==> config.mk <==
export PLATFORM = sky130hd
export DESIGN_NAME = inst_dispatch
export DESIGN_NICKNAME = d
export VERILOG_FILES = /design/src/rtl/frodo_inst_pkg.sv /design/src/rtl/inst_fifo.sv /design/src/rtl/inst_dispatch.sv
export SDC_FILE = /design/constraint.sdc
export NUM_CORES = 1
export LEC_CHECK = 0
export BUFFER_PORTS_ARGS = -buffer_cell sky130_fd_sc_hd__clkbuf_2
export CAP_MARGIN = 20
export CORE_AREA = 2 2 172 174
export CTS_CLUSTER_DIAMETER = 50
export DETAILED_ROUTE_END_ITERATION = 16
export DIE_AREA = 0 0 174 176
export GPL_ROUTABILITY_DRIVEN = 0
export SLEW_MARGIN = 20
export SYNTH_ARGS = -nofsm -noshare
export SYNTH_HDL_FRONTEND = slang
export SYNTH_SLANG_ARGS = --single-unit
==> constraint.sdc <==
create_clock -name clk -period 3.6 [get_ports clk]
set_clock_uncertainty 0.2 [all_clocks]
set_input_delay 0.54 -clock clk [delete_from_list [all_inputs] [get_ports clk]]
set_output_delay 0.54 -clock clk [all_outputs]
set_load 0.03 [all_outputs]
==> src/rtl/frodo_inst_pkg.sv <==
// Shared instruction layout, dispatcher state encoding and legality rule for the
// instruction dispatcher and its queue.
package frodo_inst_pkg;

  localparam int INST_WIDTH = 27;

  typedef struct packed {
    logic [2:0]  opcode;
    logic [3:0]  a_idx;
    logic [3:0]  b_idx;
    logic [3:0]  c_idx;
    logic        mode;
    logic [10:0] rsvd;
  } inst_t;

  typedef enum logic [1:0] {
    ST_IDLE = 2'd0,
    ST_WAIT = 2'd1,
    ST_HALT = 2'd2
  } state_t;

  // Opcode 0 is reserved as a no-op trap and the reserved field must be clear.
  function automatic logic is_legal(inst_t w);
    return (w.opcode != 3'b000) && (w.rsvd == 11'd0);
  endfunction

endpackage

==> src/rtl/inst_fifo.sv <==
// Synchronous FIFO, DEPTH x WIDTH, head word visible combinationally; 1-cycle write-to-read.
// Full blocks pushes, clear discards everything and overrides a same-cycle push/pop.
module inst_fifo #(
  parameter int WIDTH = 27,
  parameter int DEPTH = 8
) (
  input  logic                     clk,
  input  logic                     rstn,
  input  logic                     i_push,
  input  logic [WIDTH-1:0]         i_push_dat,
  input  logic                     i_pop,
  input  logic                     i_clr,
  output logic [WIDTH-1:0]         o_head_dat,
  output logic                     o_full,
  output logic                     o_empty,
  output logic [$clog2(DEPTH):0]   o_count
);

  localparam int AW = $clog2(DEPTH);

  logic [WIDTH-1:0] r_mem [DEPTH];
  logic [AW-1:0]    r_wr_ptr;
  logic [AW-1:0]    r_rd_ptr;
  logic [AW:0]      r_count;
  logic             w_do_push;
  logic             w_do_pop;

  assign o_full     = (r_count == (AW+1)'(DEPTH));
  assign o_empty    = (r_count == '0);
  assign o_count    = r_count;
  assign o_head_dat = r_mem[r_rd_ptr];

  assign w_do_push = i_push && !o_full && !i_clr;
  assign w_do_pop  = i_pop && !o_empty && !i_clr;

  always_ff @(posedge clk or negedge rstn) begin
    if (!rstn) begin
      r_wr_ptr <= '0;
      r_rd_ptr <= '0;
      r_count  <= '0;
    end else if (i_clr) begin
      r_wr_ptr <= '0;
      r_rd_ptr <= '0;
      r_count  <= '0;
    end else begin
      if (w_do_push) r_wr_ptr <= r_wr_ptr + 1'b1;
      if (w_do_pop)  r_rd_ptr <= r_rd_ptr + 1'b1;
      case ({w_do_push, w_do_pop})
        2'b10:   r_count <= r_count + 1'b1;
        2'b01:   r_count <= r_count - 1'b1;
        default: r_count <= r_count;
      endcase
    end
  end

  // Storage needs no reset: pointers and count define what is valid.
  always_ff @(posedge clk) begin
    if (w_do_push) r_mem[r_wr_ptr] <= i_push_dat;
  end

endmodule

==> src/rtl/inst_dispatch.sv <==
// Queues host instructions and issues one at a time to the core, waiting for exec_done.
// Push-to-issue 2 edges; in_ready drops only when the queue is full; HALT stops issue until clr_err.
module inst_dispatch
  import frodo_inst_pkg::*;
#(
  parameter int INST_WIDTH = frodo_inst_pkg::INST_WIDTH,
  parameter int DEPTH      = 8,
  parameter int TIME       = 100000
) (
  input  logic                    clk,
  input  logic                    rstn,
  input  logic [INST_WIDTH-1:0]   in_inst,
  input  logic                    in_valid,
  output logic                    in_ready,
  output logic [INST_WIDTH-1:0]   inst,
  output logic                    inst_valid,
  input  logic                    exec_done,
  input  logic                    flush,
  input  logic                    clr_err,
  output logic                    busy,
  output logic [$clog2(DEPTH):0]  fifo_count,
  output logic [15:0]             issued_cnt,
  output logic                    err_illegal,
  output logic                    err_timeout
);

  localparam int TW = $clog2(TIME + 1);

  state_t                  r_state;
  state_t                  w_state_nxt;
  logic [INST_WIDTH-1:0]   r_inst;
  logic                    r_inst_valid;
  logic [15:0]             r_issued;
  logic                    r_err_ill;
  logic                    r_err_tmo;
  logic [TW-1:0]           r_tmo;

  logic                    w_full;
  logic                    w_empty;
  logic [INST_WIDTH-1:0]   w_head;
  logic                    w_push;
  logic                    w_legal;
  logic                    w_exec_ok;
  logic                    w_tmo_hit;
  logic                    w_pop;
  logic                    w_issue;
  logic                    w_set_ill;
  logic                    w_set_tmo;

  inst_fifo #(
    .WIDTH (INST_WIDTH),
    .DEPTH (DEPTH)
  ) u_fifo (
    .clk        (clk),
    .rstn       (rstn),
    .i_push     (w_push),
    .i_push_dat (in_inst),
    .i_pop      (w_pop),
    .i_clr      (flush),
    .o_head_dat (w_head),
    .o_full     (w_full),
    .o_empty    (w_empty),
    .o_count    (fifo_count)
  );

  assign w_push  = in_valid && !w_full;
  assign w_legal = is_legal(w_head);

  // The strobe cycle itself is too early for a genuine completion, so it is masked.
  assign w_exec_ok = (r_state == ST_WAIT) && exec_done && !r_inst_valid;
  assign w_tmo_hit = (r_state == ST_WAIT) && !w_exec_ok && (r_tmo == TW'(TIME - 1));

  always_ff @(posedge clk or negedge rstn) begin
    if (!rstn) r_state <= ST_IDLE;
    else       r_state <= w_state_nxt;
  end

  always_comb begin
    w_state_nxt = r_state;
    case (r_state)
      ST_IDLE: if (w_pop && w_legal) w_state_nxt = ST_WAIT;
      ST_WAIT: begin
        if (w_exec_ok)      w_state_nxt = ST_IDLE;
        else if (w_tmo_hit) w_state_nxt = ST_HALT;
      end
      ST_HALT: if (clr_err) w_state_nxt = ST_IDLE;
      default: w_state_nxt = ST_IDLE;
    endcase
  end

  // A flush in the same cycle wins over the head pop: the head is still unissued.
  always_comb begin
    w_pop     = (r_state == ST_IDLE) && !w_empty && !flush;
    w_issue   = w_pop && w_legal;
    w_set_ill = w_pop && !w_legal;
    w_set_tmo = w_tmo_hit;
  end

  always_ff @(posedge clk or negedge rstn) begin
    if (!rstn) begin
      r_inst       <= '0;
      r_inst_valid <= 1'b0;
      r_issued     <= 16'd0;
      r_tmo        <= '0;
      r_err_ill    <= 1'b0;
      r_err_tmo    <= 1'b0;
    end else begin
      r_inst_valid <= w_issue;
      if (w_issue) begin
        r_inst   <= w_head;
        r_issued <= r_issued + 16'd1;
      end
      if (w_issue)                    r_tmo <= '0;
      else if (r_state == ST_WAIT)    r_tmo <= r_tmo + 1'b1;
      if (w_set_ill)    r_err_ill <= 1'b1;
      else if (clr_err) r_err_ill <= 1'b0;
      if (w_set_tmo)    r_err_tmo <= 1'b1;
      else if (clr_err) r_err_tmo <= 1'b0;
    end
  end

  assign in_ready    = !w_full;
  assign inst        = r_inst;
  assign inst_valid  = r_inst_valid;
  assign busy        = (r_state != ST_IDLE);
  assign issued_cnt  = r_issued;
  assign err_illegal = r_err_ill;
  assign err_timeout = r_err_tmo;

endmodule

# After elaboration in Yosys (flattened, before gate mapping)
# Memories as Yosys holds them, arrays and structs flattened.
# Index checks and enable logic that the tools add are counted.
# word_totals
regBits,75
inputBits,33
word_cells,76
mem_count,1
ram_bits,216
out_inout_bits,52
# classes
addsub,6
reduce_logical,32
n_eq_ne,9
mux,18
# mem_list
memory,words,word_bits,read_ports,rd_ports_with_merged_regs,write_ports,line_no,rtl
u_fifo.r_mem,8,27,1,0,1,inst_fifo.sv:21,logic [WIDTH-1:0] r_mem [DEPTH];
# op_table
operator,n
17-bit 2-to-1 mux,2
17-bit by 1-bit adder with 17-bit output (second input constant),1
17-bit equality test (second input constant),1
16-bit by 1-bit adder with 16-bit output (second input constant),1
1-bit logical AND,14
3-bit 2-to-1 mux,4
2-bit nonzero test,6
11-bit logical NOT,1
2-bit 2-to-1 mux,4
4-bit one-hot mux with 2 select lines,1
3-bit by 1-bit adder with 3-bit output (second input constant),2
1-bit logical NOT,6
2-bit one-hot mux with 3 select lines,1
3-bit nonzero test,2
1-bit 2-to-1 mux,5
4-bit by 1-bit adder with 4-bit output (second input constant),1
2-bit by 1-bit equality test with 1-bit output (second input constant),2
2-bit equality test (second input constant),2
4-bit equality test (second input constant),1
4-bit logical NOT,1
4-bit 2-to-1 mux,1
2-bit inequality test (second input constant),2
4-bit by 1-bit subtractor with 4-bit output (second input constant),1
3-bit inequality test (second input constant),1
2 further kinds,2

# Longest topological paths before layout
# Gate-level depths: netlist (run 1).
# logic_depth
ltp_word,9
mapped_depth,12
ltp_nobuf,10

# Modules after synthesis
# A second synthesis (run 1) with hierarchy kept.
# hier_totals
hier_cells,624
hier_area_um2,11586.1
# by_module_without_submodules
mod,seq_area_each_um2,area_per_inst_um2,cells_each,instances
inst_fifo,6736.5,8800.9,389,1
inst_dispatch,1626.6,2785.2,235,1

# Least setup slack after synthesis (run 1)
# OpenSTA, ideal clock, no wires.
# synth_path
kind,register to register
startpoint,"register u_fifo.r_count[1], in the netlist u_fifo.o_count[1]"
endpoint,memory u_fifo.r_mem[0][0] (enable)
setup_slack_ns,-0.557
t_required_ns,2.955
arrival_ns,3.512
stages_incl_launch_ff,6
setup_ns,0.445
synth_period_minus_slack_ns,4.157
path_buffers,1
cell_sequence,dfrtp_1 clkbuf_1 or4b_1 nand2_1 or3_1 nor3_1
# synth_via
elab_chain_cells,7
# synth_rtl
item,line_no,rtl
start: declaration,inst_fifo.sv:24,logic [AW:0] r_count;
start signal: assignment,inst_fifo.sv:49,2'b10: r_count <= r_count + 1'b1;
start signal: assignment,inst_fifo.sv:50,2'b01: r_count <= r_count - 1'b1;
start signal: assignment,inst_fifo.sv:51,default: r_count <= r_count;
4-bit equality test (*),inst_fifo.sv:28,assign o_full = (r_count == (AW+1)'(DEPTH));
1-bit logical NOT (*),--,
net in_ready,inst_dispatch.sv:14,"output logic in_ready,"
1-bit logical AND,inst_dispatch.sv:66,assign w_push = in_valid && !w_full;
1-bit logical AND (*) (2 in series),inst_fifo.sv:33,assign w_do_push = i_push && !o_full && !i_clr;
1-bit 2-to-1 mux (*),inst_fifo.sv:58,if (w_do_push) r_mem[r_wr_ptr] <= i_push_dat;
1-bit 2-to-1 mux (implied by the code) (*),inst_fifo.sv:58,
end: declaration,inst_fifo.sv:21,
# Mark *: on every way through the listed nets, which the timed path passes. The rest lies on a longest branch.

# Worst setup path after layout (run 1)
# layout_path
startpoint,register u_fifo.r_rd_ptr[1]
endpoint,"register r_inst[11], in the netlist inst[11]"
# layout_via
elab_chain_cells,4
word_cells_on_any_way,5
classes_between,reduce/logical: 4; memory: 1
# layout_rtl
item,line_no,rtl
start: declaration,inst_fifo.sv:23,logic [AW-1:0] r_rd_ptr;
start signal: assignment,inst_fifo.sv:47,if (w_do_pop) r_rd_ptr <= r_rd_ptr + 1'b1;
memory 8 x 27 bit (*),--,
11-bit logical NOT / 3-bit nonzero test (equally long branches),frodo_inst_pkg.sv:24,return (w.opcode != 3'b000) && (w.rsvd == 11'd0);
1-bit logical AND,frodo_inst_pkg.sv:24,
1-bit logical AND,inst_dispatch.sv:94,w_issue = w_pop && w_legal;
end signal: assignment,inst_dispatch.sv:110,r_inst <= w_head;
end: declaration,inst_dispatch.sv:31,logic [INST_WIDTH-1:0] r_inst;
# Mark *: on every way between the ends. The rest lies on a longest branch, timed or not.
# A chain may end at the register's enable or synchronous reset.

==> flow_summary.html, run 1 <==
<table>
<tr><th>Metric</th><th>Value</th></tr>
<tr><th colspan="2">Timing</th></tr>
<tr><td>Worst-margin pin slew</td><td>727 ps</td></tr>
<tr><td>Final min period</td><td>3250 ps</td></tr>
<tr><td>Worst slew margin</td><td>0.515</td></tr>
<tr><td>Number of setup violations in the final report</td><td>0</td></tr>
<tr><td>Setup_tns</td><td>0 ps</td></tr>
<tr><td>Highest attainable clock frequency</td><td>0.308 GHz</td></tr>
<tr><td>Total count of max-transition violations in the final report</td><td>0</td></tr>
<tr><td>Final Hold Violating Endpoints</td><td>0</td></tr>
<tr><td>Setup repair after global routing missed its margin</td><td>false</td></tr>
<tr><td>Final critical-path share of the clock period</td><td>0.903</td></tr>
<tr><th colspan="2">Final layout</th></tr>
<tr><td>Diodes inserted</td><td>0</td></tr>
<tr><td>Utilization after layout</td><td>0.471</td></tr>
<tr><td>Final layout net count</td><td>836</td></tr>
<tr><td>Sequential standard cell area</td><td>8370 µm²</td></tr>
<tr><td>Number of fillers in the final layout</td><td>2519</td></tr>
<tr><td>Area of the multi-input gates</td><td>2910 µm²</td></tr>
<tr><td>Fraction of final layout cells sized beyond drive strength 1</td><td>0.261</td></tr>
<tr><td>Layout overhead on the synthesized area</td><td>18.3%</td></tr>
<tr><td>Fin cells</td><td>1205</td></tr>
<tr><th colspan="2">Power</th></tr>
<tr><td>Portion of total power attributed to the clock network</td><td>0.376</td></tr>
<tr><td>NetSw</td><td>2.17 mW</td></tr>
<tr><td>Internal portion of total power</td><td>6.31 mW</td></tr>
<tr><td>Net switching share of the total power</td><td>0.256</td></tr>
<tr><td>Fraction of power consumed by combinational cells</td><td>0.164</td></tr>
<tr><td>Fraction of power consumed by sequential logic</td><td>0.459</td></tr>
<tr><td>Leak pwr</td><td>4.95 nW</td></tr>
<tr><td>Peak supply drop</td><td>0.435 mV</td></tr>
<tr><td>Pwr per Cell Area</td><td>630 nW/µm²</td></tr>
<tr><th colspan="2">Clock tree</th></tr>
<tr><td>Latest clock arrival within the worst-skew pair</td><td>550 ps</td></tr>
<tr><td>Clock edge transition at the registers on the reported setup and hold paths</td><td>60 ps</td></tr>
<tr><td>Sink Count</td><td>291</td></tr>
<tr><td>TritonCTS clock tree</td><td>done</td></tr>
<tr><td>Resize count post-CTS</td><td>0</td></tr>
<tr><td>CTS H-tree lvls</td><td>1</td></tr>
<tr><td>Post-CTS setup repair buffer count</td><td>0</td></tr>
<tr><td>Post-CTS Hold Buffers</td><td>2</td></tr>
<tr><td>Number of buffers added by the clock tree synthesis step</td><td>31</td></tr>
<tr><td>Number of buffers between clock root and the deepest sink</td><td>3</td></tr>
<tr><td>Root buf cell</td><td>sky130_fd_sc_hd__clkbuf_16</td></tr>
<tr><th colspan="2">Worst setup path</th></tr>
<tr><td>Cell at the slowest stage of the critical path</td><td>sky130_fd_sc_hd__dfrtp_2</td></tr>
<tr><td>Kind of start point of the critical path</td><td>flip-flop</td></tr>
<tr><td>Worst Setup End Kind</td><td>flip-flop</td></tr>
<tr><td>Data arrival time of the worst path</td><td>3520 ps</td></tr>
<tr><td>Depth of the most critical reg-to-reg path</td><td>8</td></tr>
<tr><td>Cell Chain, Critical Path</td><td>buf_12, nor4b_1, nor2_1, o22a_1, a31oi_1, nand4_1, or2_1, o21ai_0</td></tr>
<tr><td>Largest stage delay on the critical path</td><td>590 ps</td></tr>
<tr><td>Cell class contributing the biggest share of worst-path delay</td><td>simple AND/OR/NAND/NOR gates</td></tr>
<tr><td>Crit Path Max Fanout</td><td>22</td></tr>
<tr><td>Setup crit end</td><td>inst[11]</td></tr>
<tr><td>Critical path origin</td><td>u_fifo.r_rd_ptr[1]</td></tr>
<tr><td>Critical path buffers and inverters</td><td>1</td></tr>
<tr><td>Instance count on the critical path</td><td>8</td></tr>
<tr><td>Startpoint of the worst-slack reg-to-reg timing path</td><td>u_fifo.r_rd_ptr[1]</td></tr>
<tr><td>Critical path required time</td><td>3870 ps</td></tr>
<tr><td>Critical path class</td><td>flip-flop to flip-flop</td></tr>
<tr><td>Setup slack of the most critical reg-to-reg path</td><td>350 ps</td></tr>
<tr><td>Capture instance of the worst register-to-register path</td><td>inst[11]</td></tr>
<tr><th colspan="2">Floorplan</th></tr>
<tr><td>Placeable Area</td><td>28500 µm²</td></tr>
<tr><td>Die W</td><td>174 µm</td></tr>
<tr><td>Starting density of the core</td><td>0.399</td></tr>
<tr><td>Die area</td><td>30600 µm²</td></tr>
<tr><td>Die Span Y</td><td>176 µm</td></tr>
<tr><td>I/O pin count</td><td>85</td></tr>
<tr><td>Floorplan row count</td><td>62</td></tr>
<tr><th colspan="2">Detailed routing</th></tr>
<tr><td>DRC violations left</td><td>0</td></tr>
<tr><td>Wire length per cell after detailed routing</td><td>18.9 µm</td></tr>
<tr><td>DRC violation total after the first TritonRoute iteration</td><td>385</td></tr>
<tr><td>Via count</td><td>6163</td></tr>
<tr><td>Antenna-violating nets left</td><td>0</td></tr>
<tr><td>Total routed wirelength</td><td>22800 µm</td></tr>
<tr><td>First-pass iteration count of the detailed router</td><td>5</td></tr>
<tr><td>Routed via count divided by cell count</td><td>5.11</td></tr>
<tr><th colspan="2">Logic synthesis</th></tr>
<tr><td>Combined area of all synthesized cells</td><td>11400 µm²</td></tr>
<tr><td>Number of flip-flops and latches in the synthesized netlist</td><td>291</td></tr>
<tr><td>Synthesized net count</td><td>727</td></tr>
<tr><td>Main flop type after synthesis</td><td>sky130_fd_sc_hd__edfxtp_1</td></tr>
<tr><td>Fraction of synthesized cell area taken by the top area cell type</td><td>0.570</td></tr>
<tr><td>Cell count after synthesis</td><td>688</td></tr>
<tr><td>Largest cells by area after synthesis</td><td>sky130_fd_sc_hd__edfxtp_1 57%, sky130_fd_sc_hd__dfrtp_1 16%, sky130_fd_sc_hd__mux4_2 6.9%</td></tr>
<tr><td>Yosys Warn Count</td><td>0</td></tr>
<tr><td>Avg Synthesized Cell Area</td><td>16.5 µm²</td></tr>
<tr><td>Dominant cell type by area after synthesis</td><td>sky130_fd_sc_hd__edfxtp_1</td></tr>
<tr><td>Number of distinct library cells after synthesis</td><td>56</td></tr>
<tr><td>Async set-or-reset flop fraction in the synthesized netlist</td><td>0.258</td></tr>
<tr><td>Post-synthesis sequential area ratio</td><td>0.735</td></tr>
<tr><td>Number of synthesized flops with an enable pin</td><td>216</td></tr>
<tr><th colspan="2">GRT</th></tr>
<tr><td>Antenna violations before repair</td><td>0</td></tr>
<tr><td>Wire length of the first global-routing pass</td><td>35700 µm</td></tr>
<tr><td>Pin count of the biggest net entering global routing</td><td>76</td></tr>
<tr><td>Global routing usage summed across all routing layers</td><td>0.151</td></tr>
<tr><td>Grt ovf</td><td>0</td></tr>
<tr><td>Via count of the first global-routing pass</td><td>6210</td></tr>
<tr><th colspan="2">Worst hold path</th></tr>
<tr><td>Hold Crit Class</td><td>input pin to flip-flop</td></tr>
<tr><th colspan="2">Flow run</th></tr>
<tr><td>Number of max-cap violations</td><td>0</td></tr>
<tr><th colspan="2">Place</th></tr>
<tr><td>Port bufs</td><td>84</td></tr>
<tr><td>Placed Cells incl. Taps</td><td>1146</td></tr>
<tr><td>DP Wirelength</td><td>13700 µm</td></tr>
<tr><th colspan="2">Status</th></tr>
<tr><td>Status</td><td>completed</td></tr>
</table>
metal layers:
metal  part of all wire  GRT usage
met5                  0          0
met4              0.015     0.0319
met3              0.048     0.0267
met2               0.48      0.247
met1               0.46      0.213
layout by cell type (no fill, tap or decap), types with 5 or more instances in the layout:
| cell type | n |
|---|---|
| sky130_fd_sc_hd__edfxtp_1 | 216 |
| sky130_fd_sc_hd__clkbuf_2 | 83 |
| sky130_fd_sc_hd__dfrtp_1 | 73 |
| sky130_fd_sc_hd__nor2_1 | 57 |
| sky130_fd_sc_hd__nand2_1 | 46 |
| sky130_fd_sc_hd__mux4_2 | 35 |
| sky130_fd_sc_hd__clkbuf_16 | 31 |
| sky130_fd_sc_hd__xor2_1 | 20 |
| sky130_fd_sc_hd__mux2i_1 | 19 |
| sky130_fd_sc_hd__nor3_1 | 18 |
| sky130_fd_sc_hd__xnor2_1 | 16 |
| sky130_fd_sc_hd__nor2b_1 | 14 |
| sky130_fd_sc_hd__buf_4 | 14 |
| sky130_fd_sc_hd__nand4_1 | 12 |
| sky130_fd_sc_hd__o21ai_0 | 11 |
| sky130_fd_sc_hd__o21ai_1 | 10 |
| sky130_fd_sc_hd__nor4_1 | 8 |
| sky130_fd_sc_hd__nand3_1 | 8 |
| sky130_fd_sc_hd__nand2b_1 | 7 |
| sky130_fd_sc_hd__a21oi_1 | 7 |
| sky130_fd_sc_hd__inv_1 | 6 |
| sky130_fd_sc_hd__ha_1 | 6 |
| sky130_fd_sc_hd__or3_1 | 5 |
| sky130_fd_sc_hd__nor2_4 | 5 |
| sky130_fd_sc_hd__and3_1 | 5 |
| sky130_fd_sc_hd__clkinv_2 | 5 |
stage by stage:
step	area, µm²	setup WS, ps	hold slack, ps	power [mW]
2_1_floorplan	11400	180	44.4	4.98
3_3_place_gp	12400	519	257	5.34
3_5_place_dp	12400	379	262	5.36
4_1_cts	13500	396	50.0	8.57
5_1_grt	13500	72.2	51.6	8.86
6_report	13500	350	68.6	8.48
cells in the mapped netlist (all sizes together), types with 7 or more instances:
cell type and number:
edfxtp 216, dfrtp 75, nor2 63, nand2 46, mux4 36, nor3 23
o21ai 21, xor2 20, buf 19, mux2i 19, xnor2 16, nor2b 14
nand4 12, clkbuf 9, nand3 8, nor4 8, a21oi 7, inv 7
nand2b 7
registers in the layout (all words and copies together) (netlist names):
register	cells
r_state	2
err_timeout	1
inst_valid	1
u_fifo.o_count	4
inst	27
u_fifo.r_wr_ptr	3
u_fifo.r_rd_ptr	3
u_fifo.r_mem	216
err_illegal	1
r_tmo	17
issued_cnt	16
worst min-delay path by stage:
stage | startpoint | end | slack, ps | depth (start not counted)
after global routing | in_inst[20] | u_fifo.r_mem[6][20] | 50 | 1
after CTS | in_inst[18] | u_fifo.r_mem[2][18] | 50 | 1
after global placement | issued_cnt[15] | issued_cnt[15] | 260 | 1
after floorplan | rstn | err_illegal | 40 | 0
final | in_inst[11] | u_fifo.r_mem[2][11] | 70 | 1
after detailed placement | issued_cnt[15] | issued_cnt[15] | 260 | 1
logic make-up (layout without fill, tap and decap cells):
group           after synthesis  in the layout  share of synthesized area
compound gates               48             48                     0.0274
xor+xnor                     36             36                     0.0277
fa+ha+maj                     6              6                    0.00660
buf+inv                      35            168                     0.0159
flops                       291            291                      0.735
mux                          59             59                     0.0922
simple gates                213            213                     0.0952
power groups by stage:
| stage | sequential [mW] | combinational (mW) | clock, mW |
|---|---|---|---|
| floorplan | 3.96 | 1.03 | 0 |
| global placement | 3.96 | 1.39 | 0 |
| detailed placement | 3.96 | 1.40 | 0 |
| CTS | 3.89 | 1.41 | 3.26 |
| global route | 3.91 | 1.54 | 3.41 |
| finish | 3.89 | 1.39 | 3.19 |
layout make-up:
cell class,instances,area share
Clock buffer,36,0.0605
Clock inverter,21,0.0172
Inverter,7,0.00195
Multi-Input combinational cell,362,0.216
Sequential cell,291,0.622
Tap cell,384,0.0357
Timing Repair Buffer,104,0.0470
No activity file was read; power rests on OpenSTA's default activity.
==> inputs of run 2 (changes only) <==
- HOLD_SLACK_MARGIN: not set -> 0.08
==> flow_summary.html, run 2 (same netlist as run 1, synthesis figures left out) <==
<table>
<tr><th>Metric</th><th>Value</th></tr>
<tr><th colspan="2">Power</th></tr>
<tr><td>Leak pwr</td><td>5.03 nW</td></tr>
<tr><td>Pwr per Cell Area</td><td>623 nW/µm²</td></tr>
<tr><td>Net switching share of the total power</td><td>0.256</td></tr>
<tr><td>Fraction of power consumed by combinational cells</td><td>0.166</td></tr>
<tr><td>Portion of total power attributed to the clock network</td><td>0.376</td></tr>
<tr><td>Peak supply drop</td><td>0.434 mV</td></tr>
<tr><td>Design Power</td><td>8.49 mW</td></tr>
<tr><td>NetSw</td><td>2.17 mW</td></tr>
<tr><td>Fraction of power consumed by sequential logic</td><td>0.458</td></tr>
<tr><td>Internal portion of total power</td><td>6.32 mW</td></tr>
<tr><th colspan="2">Worst setup path</th></tr>
<tr><td>Startpoint of the worst-slack reg-to-reg timing path</td><td>u_fifo.r_rd_ptr[1]</td></tr>
<tr><td>Data arrival time of the worst path</td><td>3520 ps</td></tr>
<tr><td>Depth of the most critical reg-to-reg path</td><td>8</td></tr>
<tr><td>Setup slack of the most critical reg-to-reg path</td><td>350 ps</td></tr>
<tr><td>Worst Setup End Kind</td><td>flip-flop</td></tr>
<tr><td>Kind of start point of the critical path</td><td>flip-flop</td></tr>
<tr><td>Crit Path Max Fanout</td><td>22</td></tr>
<tr><td>Critical path required time</td><td>3870 ps</td></tr>
<tr><td>Capture instance of the worst register-to-register path</td><td>inst[11]</td></tr>
<tr><td>Critical path class</td><td>flip-flop to flip-flop</td></tr>
<tr><th colspan="2">Floorplan</th></tr>
<tr><td>I/O pin count</td><td>85</td></tr>
<tr><td>Die area</td><td>30600 µm²</td></tr>
<tr><td>Placeable Area</td><td>28500 µm²</td></tr>
<tr><td>Starting density of the core</td><td>0.399</td></tr>
<tr><td>Die W</td><td>174 µm</td></tr>
<tr><td>Die Span Y</td><td>176 µm</td></tr>
<tr><td>Floorplan row count</td><td>62</td></tr>
<tr><th colspan="2">Detailed routing</th></tr>
<tr><td>DRC violation total after the first TritonRoute iteration</td><td>423</td></tr>
<tr><td>DRC violations left</td><td>0</td></tr>
<tr><td>Total routed wirelength</td><td>22800 µm</td></tr>
<tr><td>Via count</td><td>6219</td></tr>
<tr><td>Wire length per cell after detailed routing</td><td>18.7 µm</td></tr>
<tr><td>Antenna-violating nets left</td><td>0</td></tr>
<tr><td>Routed via count divided by cell count</td><td>5.09</td></tr>
<tr><td>First-pass iteration count of the detailed router</td><td>5</td></tr>
<tr><th colspan="2">Clock tree</th></tr>
<tr><td>Number of buffers between clock root and the deepest sink</td><td>3</td></tr>
<tr><td>Number of buffers added by the clock tree synthesis step</td><td>31</td></tr>
<tr><td>Latest clock arrival within the worst-skew pair</td><td>550 ps</td></tr>
<tr><td>Root buf cell</td><td>sky130_fd_sc_hd__clkbuf_16</td></tr>
<tr><td>TritonCTS clock tree</td><td>done</td></tr>
<tr><td>Sink Count</td><td>291</td></tr>
<tr><td>Post-CTS setup repair buffer count</td><td>0</td></tr>
<tr><td>Resize count post-CTS</td><td>0</td></tr>
<tr><td>CTS H-tree lvls</td><td>1</td></tr>
<tr><td>Clock edge transition at the registers on the reported setup and hold paths</td><td>60 ps</td></tr>
<tr><th colspan="2">Final layout</th></tr>
<tr><td>Number of flip-flops in the largest register</td><td>216</td></tr>
<tr><td>Layout overhead on the synthesized area</td><td>19.7%</td></tr>
<tr><td>Commonest cells after routing, fill and taps aside</td><td>216 x sky130_fd_sc_hd__edfxtp_1, 83 x sky130_fd_sc_hd__clkbuf_2, 73 x sky130_fd_sc_hd__dfrtp_1</td></tr>
<tr><td>Final layout net count</td><td>853</td></tr>
<tr><td>Top reg by flops</td><td>u_fifo.r_mem</td></tr>
<tr><td>Most common library cell in the layout ignoring fill and taps</td><td>sky130_fd_sc_hd__edfxtp_1</td></tr>
<tr><td>Fraction of final layout cells sized beyond drive strength 1</td><td>0.255</td></tr>
<tr><td>Diodes inserted</td><td>0</td></tr>
<tr><th colspan="2">Status</th></tr>
<tr><td>Status</td><td>completed</td></tr>
<tr><th colspan="2">Timing</th></tr>
<tr><td>Total count of max-transition violations in the final report</td><td>0</td></tr>
<tr><td>Final min period</td><td>3250 ps</td></tr>
<tr><td>Worst-margin pin slew</td><td>733 ps</td></tr>
<tr><td>Number of setup violations in the final report</td><td>0</td></tr>
<tr><td>Hold slack final</td><td>103 ps</td></tr>
<tr><td>Final critical-path share of the clock period</td><td>0.904</td></tr>
<tr><td>Highest attainable clock frequency</td><td>0.307 GHz</td></tr>
<tr><td>Worst slew margin</td><td>0.511</td></tr>
<tr><td>Setup_tns</td><td>0 ps</td></tr>
<tr><td>Final Hold Violating Endpoints</td><td>0</td></tr>
<tr><td>Setup repair after global routing missed its margin</td><td>false</td></tr>
<tr><th colspan="2">Flow run</th></tr>
<tr><td>Number of max-cap violations</td><td>0</td></tr>
<tr><th colspan="2">Worst hold path</th></tr>
<tr><td>Hold Crit Class</td><td>input pin to flip-flop</td></tr>
<tr><td>Hold path startpoint</td><td>in_inst[10]</td></tr>
<tr><td>End of the worst hold path</td><td>u_fifo.r_mem[3][10]</td></tr>
<tr><td>Number of cells traversed by the worst hold path</td><td>1</td></tr>
<tr><th colspan="2">Place</th></tr>
<tr><td>DP Wirelength</td><td>13700 µm</td></tr>
<tr><td>Port bufs</td><td>84</td></tr>
<tr><th colspan="2">GRT</th></tr>
<tr><td>Wire length of the first global-routing pass</td><td>35900 µm</td></tr>
<tr><td>Antenna violations before repair</td><td>0</td></tr>
<tr><td>Pin count of the biggest net entering global routing</td><td>76</td></tr>
<tr><td>Via count of the first global-routing pass</td><td>6260</td></tr>
<tr><td>Grt ovf</td><td>0</td></tr>
<tr><td>Global routing usage summed across all routing layers</td><td>0.151</td></tr>
</table>
## run 2: final cells by class
class | instances | area (µm²)
clock buffer | 36 | 815
clock inverter | 21 | 231
fill | 2507 | 14900
inverter | 7 | 26.3
multi-input combinational | 362 | 2910
sequential | 291 | 8370
tap | 384 | 480
timing repair buffer | 121 | 802
## run 2: repair_timing
item | CTS | global route
hold buffers | 19 | 0
endpoints found under the hold margin | 214 | 0
endpoints found under the setup margin | 0 | 0
## run 2: metrics by stage
step	cells	setup slack (ps)	instance area, µm²	util
2_1_floorplan	688	180	11400	-
3_3_place_gp	1146	519	12400	0.434
3_5_place_dp	1146	379	12400	0.434
4_1_cts	1222	396	13600	0.477
5_1_grt	1222	72.2	13600	0.477
6_report	1222	346	13600	0.477
## run 2: worst max-delay path by stage
stage                            start            endpoint  slack, ps  cells after the start
floorplan            u_fifo.o_count[1]  u_fifo.r_mem[2][0]        180                      5
global placement    u_fifo.r_rd_ptr[1]            inst[12]        520                      8
detailed placement  u_fifo.r_rd_ptr[1]            inst[11]        380                      8
CTS                 u_fifo.r_rd_ptr[1]            inst[11]        400                      8
global route        u_fifo.r_rd_ptr[1]            inst[11]         70                      8
finish              u_fifo.r_rd_ptr[1]            inst[11]        350                      8
## run 2: power by group through the flow
stage | logic (mW) | registers (mW) | clock network (mW)
final | 1.41 | 3.89 | 3.19
after global routing | 1.55 | 3.91 | 3.41
after CTS | 1.43 | 3.89 | 3.26
after detailed placement | 1.40 | 3.96 | 0
after global placement | 1.39 | 3.96 | 0
after floorplan | 1.03 | 3.96 | 0
## run 2: layer usage
metal / vias to the layer above / wire length (µm) / GRT usage
li1: 2873 / - / -
met1: 3159 / 10400 / 0.214
met2: 157 / 11000 / 0.248
met3: 30 / 1090 / 0.0263
met4: 0 / 342 / 0.0319
met5: - / 0 / 0
## run 2: critical path, cell delays in order (launching register included)
cell and delay (ps):
sky130_fd_sc_hd__dfrtp_2 590, sky130_fd_sc_hd__buf_12 220, sky130_fd_sc_hd__nor4b_1 270, sky130_fd_sc_hd__nor2_1 100
sky130_fd_sc_hd__o22a_1 180, sky130_fd_sc_hd__a31oi_1 300, sky130_fd_sc_hd__nand4_1 460, sky130_fd_sc_hd__or2_1 600
sky130_fd_sc_hd__o21ai_0 240
